[src/rtl/sram_arbiter.sv]
// Arbitrates instruction and data requests onto one single-port SRAM, one access in flight.
// Define ARB_RR_EN for round-robin on conflicts; the default build gives data fixed priority.
module sram_arbiter #(
    parameter int MEM_LAT = 1
) (
    input  logic        clk,
    input  logic        rst,
    input  logic        inst_req,
    input  logic [31:0] inst_addr,
    output logic [31:0] inst_rdata,
    output logic        inst_ok,
    input  logic        data_req,
    input  logic [3:0]  data_wen,
    input  logic [31:0] data_addr,
    input  logic [31:0] data_wdata,
    output logic [31:0] data_rdata,
    output logic        data_ok,
    output logic        mem_en,
    output logic [3:0]  mem_wen,
    output logic [31:0] mem_addr,
    output logic [31:0] mem_wdata,
    input  logic [31:0] mem_rdata,
    output logic        stallreq
);

    typedef enum logic [1:0] {IDLE, ISSUE, WAIT, RESP} state_t;

    localparam logic [2:0] LAT_INIT = 3'(MEM_LAT);

    state_t      state_q, state_d;
    logic [2:0]  cnt_q, cnt_d;
    logic        owner_q, owner_d;      // 1 = data side owns the access
    logic        mem_en_q, mem_en_d;
    logic [3:0]  mem_wen_q, mem_wen_d;
    logic [31:0] mem_addr_q, mem_addr_d;
    logic [31:0] mem_wdata_q, mem_wdata_d;
    logic [31:0] inst_rdata_q, inst_rdata_d;
    logic [31:0] data_rdata_q, data_rdata_d;
    logic        grant_data;

`ifdef ARB_RR_EN
    logic        last_grant_q, last_grant_d;   // 1 = data was granted last
    assign grant_data = data_req & (~inst_req | ~last_grant_q);
`else
    assign grant_data = data_req;
`endif

    always_comb begin
        state_d      = state_q;
        cnt_d        = cnt_q;
        owner_d      = owner_q;
        mem_en_d     = 1'b0;
        mem_wen_d    = 4'b0;
        mem_addr_d   = mem_addr_q;
        mem_wdata_d  = mem_wdata_q;
        inst_rdata_d = inst_rdata_q;
        data_rdata_d = data_rdata_q;
`ifdef ARB_RR_EN
        last_grant_d = last_grant_q;
`endif
        case (state_q)
            IDLE: begin
                if (inst_req | data_req) begin
                    state_d     = ISSUE;
                    owner_d     = grant_data;
                    mem_en_d    = 1'b1;
                    mem_addr_d  = grant_data ? data_addr  : inst_addr;
                    mem_wen_d   = grant_data ? data_wen   : 4'b0;
                    mem_wdata_d = grant_data ? data_wdata : 32'b0;
`ifdef ARB_RR_EN
                    last_grant_d = grant_data;
`endif
                end
            end
            ISSUE: begin
                // The latched enables are still visible here, so they tell read from write.
                if (mem_wen_q != 4'b0) begin
                    state_d = RESP;
                end else begin
                    state_d = WAIT;
                    cnt_d   = LAT_INIT;
                end
            end
            WAIT: begin
                cnt_d = cnt_q - 3'd1;
                if (cnt_q == 3'd1) begin
                    state_d = RESP;
                    if (owner_q) data_rdata_d = mem_rdata;
                    else         inst_rdata_d = mem_rdata;
                end
            end
            RESP:    state_d = IDLE;
            default: state_d = IDLE;
        endcase
    end

    always_ff @(posedge clk or negedge rst) begin
        if (!rst) begin
            state_q      <= IDLE;
            cnt_q        <= 3'b0;
            owner_q      <= 1'b0;
            mem_en_q     <= 1'b0;
            mem_wen_q    <= 4'b0;
            mem_addr_q   <= 32'b0;
            mem_wdata_q  <= 32'b0;
            inst_rdata_q <= 32'b0;
            data_rdata_q <= 32'b0;
`ifdef ARB_RR_EN
            last_grant_q <= 1'b0;
`endif
        end else begin
            state_q      <= state_d;
            cnt_q        <= cnt_d;
            owner_q      <= owner_d;
            mem_en_q     <= mem_en_d;
            mem_wen_q    <= mem_wen_d;
            mem_addr_q   <= mem_addr_d;
            mem_wdata_q  <= mem_wdata_d;
            inst_rdata_q <= inst_rdata_d;
            data_rdata_q <= data_rdata_d;
`ifdef ARB_RR_EN
            last_grant_q <= last_grant_d;
`endif
        end
    end

    assign mem_en     = mem_en_q;
    assign mem_wen    = mem_wen_q;
    assign mem_addr   = mem_addr_q;
    assign mem_wdata  = mem_wdata_q;
    assign inst_rdata = inst_rdata_q;
    assign data_rdata = data_rdata_q;
    assign inst_ok    = (state_q == RESP) & ~owner_q;
    assign data_ok    = (state_q == RESP) &  owner_q;
    assign stallreq   = (inst_req & ~inst_ok) | (data_req & ~data_ok);

endmodule

[config.mk]
export PLATFORM = sky130hd
export DESIGN_NAME = sram_arbiter
export DESIGN_NICKNAME = d
export VERILOG_FILES = /design/src/rtl/sram_arbiter.sv
export SDC_FILE = /design/constraint.sdc
export NUM_CORES = 1
export LEC_CHECK = 0
export ABC_AREA = 1
export BUFFER_PORTS_ARGS = -buffer_cell sky130_fd_sc_hd__buf_2
export CAP_MARGIN = 10
export CORE_MARGIN = 2
export CORE_UTILIZATION = 45
export CTS_CLUSTER_SIZE = 16
export DETAILED_ROUTE_END_ITERATION = 10
export GPL_TIMING_DRIVEN = 0
export PLACE_DENSITY = 0.77
export SLEW_MARGIN = 20
export SYNTH_ARGS = -nofsm -noshare
export SYNTH_HDL_FRONTEND = slang
export SYNTH_SLANG_ARGS = --single-unit
export TNS_END_PERCENT = 30
[constraint.sdc]
create_clock -name clk -period 1.9 [get_ports clk]
set_input_delay 0.19 -clock clk [delete_from_list [all_inputs] [get_ports clk]]
set_output_delay 0.19 -clock clk [all_outputs]
set_load 0.005 [all_outputs]
==> results.json, run 1 <==
{
  "status": "finished, final reports clean",
  "fp.coreArea_um2": 13100,
  "r2r_slack_ns": 0.17,
  "hold_ws_ns": 0.0152,
  "tightestPinTransition_ns": 0.489,
  "areaGrowthSynthToFinish_pct": 39.9,
  "initial_core_util": 0.457,
  "cts_buffers": 17,
  "p_leak_nw": 4.61,
  "syn-cell-area_um2": 5980,
  "power.share.combinational": 0.366,
  "synthDistinctLibCells": 20,
  "rsz0062_at_grt": "false",
  "setup-violations-final": 0,
  "die_y_um": 119,
  "cts_tree": "yes",
  "period_share": 0.909,
  "rows": 42,
  "hp-class": "in -> reg",
  "synthTopCellsByArea": "dfrtp_1, o21ai_0, nand2_1",
  "clk_pin_slew_ns": 0.05,
  "grt_max_degree": 99,
  "fin_tns_setup_ns": 0,
  "yosys_register_bits": 139,
  "worstHoldEndpoint": "mem_wdata[16]",
  "wl_per_cell_um": 14.4,
  "p_sw_mw": 4.60,
  "drc": 0,
  "max_cap_violations": 0,
  "design.portCount": 272,
  "layout_common_cells": "buf_2, nand2_1, dfrtp_1",
  "worst_ep_required_time_ns": 2.17,
  "crit_path_end_kind": "register",
  "finalHoldViolations": 0,
  "post-route-util": 0.640,
  "final_common_cell": "buf_2",
  "power_per_cell_area_nw_per_um2": 1560,
  "h-tree-depth": 4,
  "port_buffers": 270,
  "antenna_found_initial": 1,
  "grt_overflow": 0,
  "grtUsageTotal": 0.242,
  "synth_top_area_cell": "dfrtp_1",
  "crit_fanout": 10,
  "vias_per_cell": 4.78,
  "hold_depth": 3,
  "critPathLaunchType": "register",
  "syn_nets": 803,
  "cts_setup_buffers": 0,
  "path_class": "reg -> reg",
  "ff2ff_path_depth": 6,
  "ys_seq_area_frac": 0.581,
  "vias": 5550,
  "avgSynthCellArea_um2": 9.05,
  "yosysWarnings": 0,
  "grt_pass1_vias": 5515,
  "wirelength_um": 16700,
  "detailed_place_hpwl_um": 12100,
  "r2r-end": "data_rdata[24]",
  "drive_gt1_frac": 0.365,
  "synthCells": 661,
  "crit-reg2reg-launch": "state_q[0]",
  "cts.repair.resized": 0,
  "ir_drop_uv": 719,
  "clkLatencyLatePin_ns": 0.41,
  "clock.fmax_ghz": 0.579,
  "synth_top_area_share": 0.581,
  "seq_power_share": 0.391,
  "slew_violations": 0,
  "hp-start": "data_wdata[16]",
  "p_int_mw": 8.43,
  "nets": 1115,
  "ant_nets": 0,
  "grt_pass1_wl_um": 27100,
  "clock_sinks": 139,
  "final_area_um2": 8370,
  "fin_worst_skew_ns": 0.00817,
  "gp_congestion": 0.838,
  "dieArea_um2": 14200,
  "fin_crit_ns": 1.73,
  "cts-hold-fix-buffers": 22,
  "dpl-instance-area_um2": 7590,
  "cts_buffer_depth": 2,
  "p_clk_frac": 0.243,
  "maxSlewHeadroom": 0.674,
  "drtIter0Drc": 319,
  "switching_share": 0.353,
  "drt-pass1-iter-count": 4,
  "cts_root_buf": "clkbuf_16",
  "cp.arrival_ns": 2.00,
  "die_w_um": 119
}
==> per-layer routing <==
layer	up-vias	track usage	share of wire
met1	2560	0.304	0.42
met3	31	0.0651	0.075
met2	244	0.398	0.48
li1	2715	-	-
met4	0	0.0978	0.025
met5	-	0	0
==> logic make-up after synthesis <==
group,synth area share
AND/OR/NAND/NOR,0.160
AO/OA/AOI/OAI,0.156
flip-flops,0.581
buffers and inverters,0.0885
adder cells (fa/ha/maj),0.0125
XOR/XNOR,0.00146
==> sequential cells by signal (all words and copies together), names as in the netlist <==
name	flops
owner_q	1
mem_addr	32
inst_rdata	32
mem_wen	4
mem_en	1
cnt_q	3
data_rdata	32
state_q	2
mem_wdata	32
==> worst max-delay path by stage <==
stage / from / endpoint / cells past startpoint
2_1_floorplan: state_q[0] / mem_addr[25] / 9
3_5_place_dp: state_q[0] / data_rdata[17] / 6
4_1_cts: state_q[0] / data_rdata[23] / 6
5_1_grt: state_q[0] / data_rdata[22] / 6
6_report: state_q[0] / data_rdata[24] / 6
3_3_place_gp: rst / mem_addr[10] / 1
==> worst max-delay path, cell delays in order, from the launching register on <==
cell      delay, ns
dfrtp_1        0.41
inv_1          0.09
ha_1           0.20
clkbuf_2       0.18
nand3_4        0.18
clkbuf_1       0.37
o21ai_0        0.15
==> final cells by class <==
class	count	area, um2
inverter	80	300
clock buffer	22	464
sequential	139	3480
buffer	41	229
timing repair buffer	293	1610
antenna	1	2.50
tap	176	220
clock inverter	8	93.8
fill	1098	4710
multi-input combinational	401	1970
==> power groups by stage <==
| stage | clock (mW) | sequential (mW) | combinational (mW) |
|---|---|---|---|
| after CTS | 3.21 | 5.07 | 4.83 |
| after global placement | 0 | 5.06 | 4.65 |
| after global routing | 3.37 | 5.24 | 5.39 |
| final | 3.17 | 5.09 | 4.77 |
| after detailed placement | 0 | 5.10 | 4.78 |
| after floorplan | 0 | 5.20 | 2.39 |
==> through the flow <==
stage | instances | setup slack [ns] | power (mW)
after CTS | 1160 | 0.178 | 13.1
after detailed placement | 1108 | 0.188 | 9.88
after global placement | 1107 | -1.32 | 9.72
final | 1161 | 0.172 | 13.0
after floorplan | 661 | 0.463 | 7.58
after global routing | 1161 | 0.00847 | 14.0
==> synth_stat cells <==
library cell and number:
nand2_1 150, dfrtp_1 139, o21ai_0 125, inv_1 78, nor2_1 39, nand3_1 36, a21oi_2 29, clkbuf_1 15
buf_2 14, o21ai_1 8, buf_6 6, ha_1 6, clkbuf_2 4, a21oi_1 3, buf_4 2, inv_2 2
nand3_4 2, nor2_4 1, nor2_8 1, xor2_1 1
Note: power is estimated with default switching activity, not from simulation.
==> run 2, diff against run 1 <==
--- a/config.mk
+++ b/config.mk
@@ -5,15 +5,14 @@
 export SDC_FILE = /design/constraint.sdc
 export NUM_CORES = 1
 export LEC_CHECK = 0
-export ABC_AREA = 1
 export BUFFER_PORTS_ARGS = -buffer_cell sky130_fd_sc_hd__buf_2
 export CAP_MARGIN = 10
 export CORE_MARGIN = 2
 export CORE_UTILIZATION = 45
 export CTS_CLUSTER_SIZE = 16
 export DETAILED_ROUTE_END_ITERATION = 10
-export GPL_TIMING_DRIVEN = 0
-export PLACE_DENSITY = 0.77
+export PLACE_DENSITY = 0.78
+export REMOVE_ABC_BUFFERS = 1
 export SLEW_MARGIN = 20
 export SYNTH_ARGS = -nofsm -noshare
 export SYNTH_HDL_FRONTEND = slang
==> run 2 against run 1 <==
  * Synthesized cell count fell by 39%
  * Fmax fell by 4.2%
  * Global-route usage fell by 2.1 points
  * Sequential cell count did not move
  * Clock skew fell by 0.0011 ns
  * Highest routed layer unchanged
  * Register-to-register slack got worse by 0.08 ns
==> results.json, run 2 <==
{
  "wl_per_cell_um": 16.5,
  "hp-class": "in -> reg",
  "ant_nets": 0,
  "fin_cells": 893,
  "p_leak_nw": 4.20,
  "cts_buffer_depth": 2,
  "hp-start": "data_wdata[21]",
  "switching_share": 0.310,
  "synth_top_area_share": 0.621,
  "setup_ws_ns": 0.0959,
  "rows": 40,
  "syn-cell-area_um2": 5600,
  "maxSlewHeadroom": 0.588,
  "cts_buffers": 17,
  "avgSynthCellArea_um2": 13.8,
  "die_y_um": 116,
  "synthCells": 406,
  "power_per_cell_area_nw_per_um2": 1640,
  "grtUsageTotal": 0.221,
  "initial_core_util": 0.464,
  "placedCellCount": 830,
  "clk_pin_slew_ns": 0.05,
  "clock_sinks": 139,
  "grt_overflow": 0,
  "setup-violations-final": 0,
  "postSynth.asyncResetShare": 1.00,
  "pre_cts_ws_ns": 0.110,
  "drc": 0,
  "total_power_mw": 13.3,
  "wirelength_um": 14800,
  "gp_congestion": 0.770,
  "fin_tns_setup_ns": 0,
  "yosys-top-cells-count": "dfrtp_1, mux2_2, nand2_1",
  "critPathLaunchType": "register",
  "critPathLaunch": "state_q[0]",
  "synth_top_flop_cell": "dfrtp_1",
  "fp.coreArea_um2": 12100,
  "max_cap_violations": 0,
  "worst_ep_required_time_ns": 2.19,
  "crit_path_end_kind": "register",
  "ys_seq_area_frac": 0.621,
  "crit-reg2reg-launch": "state_q[0]",
  "cp.arrival_ns": 2.10,
  "antenna_found_initial": 0,
  "ir_drop_uv": 748,
  "fillers": 895,
  "post-route-util": 0.672,
  "synthTopCellsByArea": "dfrtp_1, mux2_2, mux2i_1",
  "drt-pass1-iter-count": 4,
  "crit_chain": "inv_1, ha_2, nor3b_4, buf_4, clkbuf_16, mux2_2",
  "multiInputGateArea_um2": 1960,
  "detailed_place_hpwl_um": 10300,
  "layout_common_cells": "buf_2, dfrtp_1, mux2_2",
  "areaGrowthSynthToFinish_pct": 44.7,
  "path_class": "reg -> reg",
  "p_sw_mw": 4.13,
  "nets": 854,
  "final_area_um2": 8100,
  "crit_fanout": 16,
  "design.portCount": 272,
  "cts_root_buf": "clkbuf_16",
  "vias_per_cell": 4.90,
  "dieArea_um2": 13400,
  "vias": 4379,
  "yosysWarnings": 0,
  "seq_power_share": 0.396,
  "finalHoldViolations": 0,
  "synth_edf_count": 0,
  "tightestPinTransition_ns": 0.616,
  "dpl-instance-area_um2": 7190,
  "p_clk_frac": 0.246,
  "grt_pass1_vias": 4416,
  "port_buffers": 271,
  "yosys_register_bits": 139,
  "slew_violations": 0,
  "yosysMostFrequentCell": "dfrtp_1",
  "final_common_cell": "buf_2",
  "period_share": 0.950,
  "power.share.combinational": 0.358,
  "cts_tree": "yes",
  "clkLatencyLatePin_ns": 0.41,
  "p_int_mw": 9.18,
  "grt_max_degree": 52,
  "drtIter0Drc": 258,
  "crit_path_top_delay_cell": "dfrtp_1",
  "antenna_cells_inserted": 0,
  "final-seq-area_um2": 3480,
  "drive_gt1_frac": 0.530,
  "status": "finished, final reports clean",
  "fin_worst_skew_ns": 0.00705,
  "slowest_delay_ns": 0.42,
  "hold_ws_ns": 0.0145,
  "die_w_um": 116,
  "fin_crit_ns": 1.80,
  "clock.fmax_ghz": 0.554,
  "grt_pass1_wl_um": 22400,
  "synthDistinctLibCells": 37,
  "synth_top_area_cell": "dfrtp_1",
  "h-tree-depth": 4
}
## run 2: changes by cell type after synthesis, sizes merged, moves of 10 or more
cell and change:
clkbuf -10, mux2i +32, nand3 -36, a21oi -30, o21ai -98, a22o +32, mux2 +65, inv -74
nor2 -38, nand2 -116
## run 2: path summary, 6_finish.rpt
kind / cells after the start / slack (ns) / to
worst max-delay path: 6 / 0.1 / inst_rdata[17]
worst min-delay path: 2 / 0.01 / mem_wdata[21]
worst max register to register: 6 / 0.1 / inst_rdata[17]
worst min register to register: 2 / 0.48 / mem_addr[31]
max in group asynchronous: 3 / 1.00 / mem_addr[17]
min in group asynchronous: 2 / 0.30 / inst_rdata[20]
## run 2: critical path, delay by kind of cell (launching register included)
| family | cells | cell delay, ns |
|---|---|---|
| buffers and inverters | 3 | 0.51 |
| flip-flops | 1 | 0.42 |
| adder cells (fa/ha/maj) | 1 | 0.24 |
| multiplexers | 1 | 0.34 |
| AND/OR/NAND/NOR | 1 | 0.18 |
## run 2: metal layers
layer	GRT usage	up-vias	part of all wire
met4	0.0996	0	0.023
met1	0.257	2087	0.40
met3	0.0622	25	0.072
met2	0.380	207	0.51
li1	-	2060	-
met5	0	-	0
## run 2: what timing repair did
action | in CTS | in global routing
hold buffers | 29 | 0
hold endpoints to repair | 76 | 0
resized for setup | 0 | 3
setup buffers | 0 | 1
endpoints found under the setup margin | 0 | 34
## run 2: power by group through the flow
| stage | combinational, mW | clock (mW) | sequential, mW |
|---|---|---|---|
| 5_1_grt | 5.28 | 3.48 | 5.44 |
| 6_report | 4.77 | 3.27 | 5.27 |
| 3_3_place_gp | 4.51 | 0 | 5.21 |
| 4_1_cts | 4.77 | 3.34 | 5.26 |
| 2_1_floorplan | 2.18 | 0 | 5.33 |
| 3_5_place_dp | 4.73 | 0 | 5.27 |
## run 2: final cells by class
type,instances,area share
timing repair buffer,314,0.228
tap,168,0.0259
inverter,6,0.00278
clock buffer,26,0.0579
multi-input combinational,234,0.242
clock inverter,6,0.0137
sequential,139,0.429
## run 2: cells by family (layout without fill, tap and decap cells)
| kind of cell | count (synthesis) | count (layout) | synth area share |
|---|---|---|---|
| flip-flops | 139 | 139 | 0.621 |
| multiplexers | 97 | 97 | 0.188 |
| AO/OA/AOI/OAI | 77 | 77 | 0.0961 |
| AND/OR/NAND/NOR | 54 | 54 | 0.0498 |
| buffers and inverters | 33 | 352 | 0.0317 |
| adder cells (fa/ha/maj) | 6 | 6 | 0.0134 |
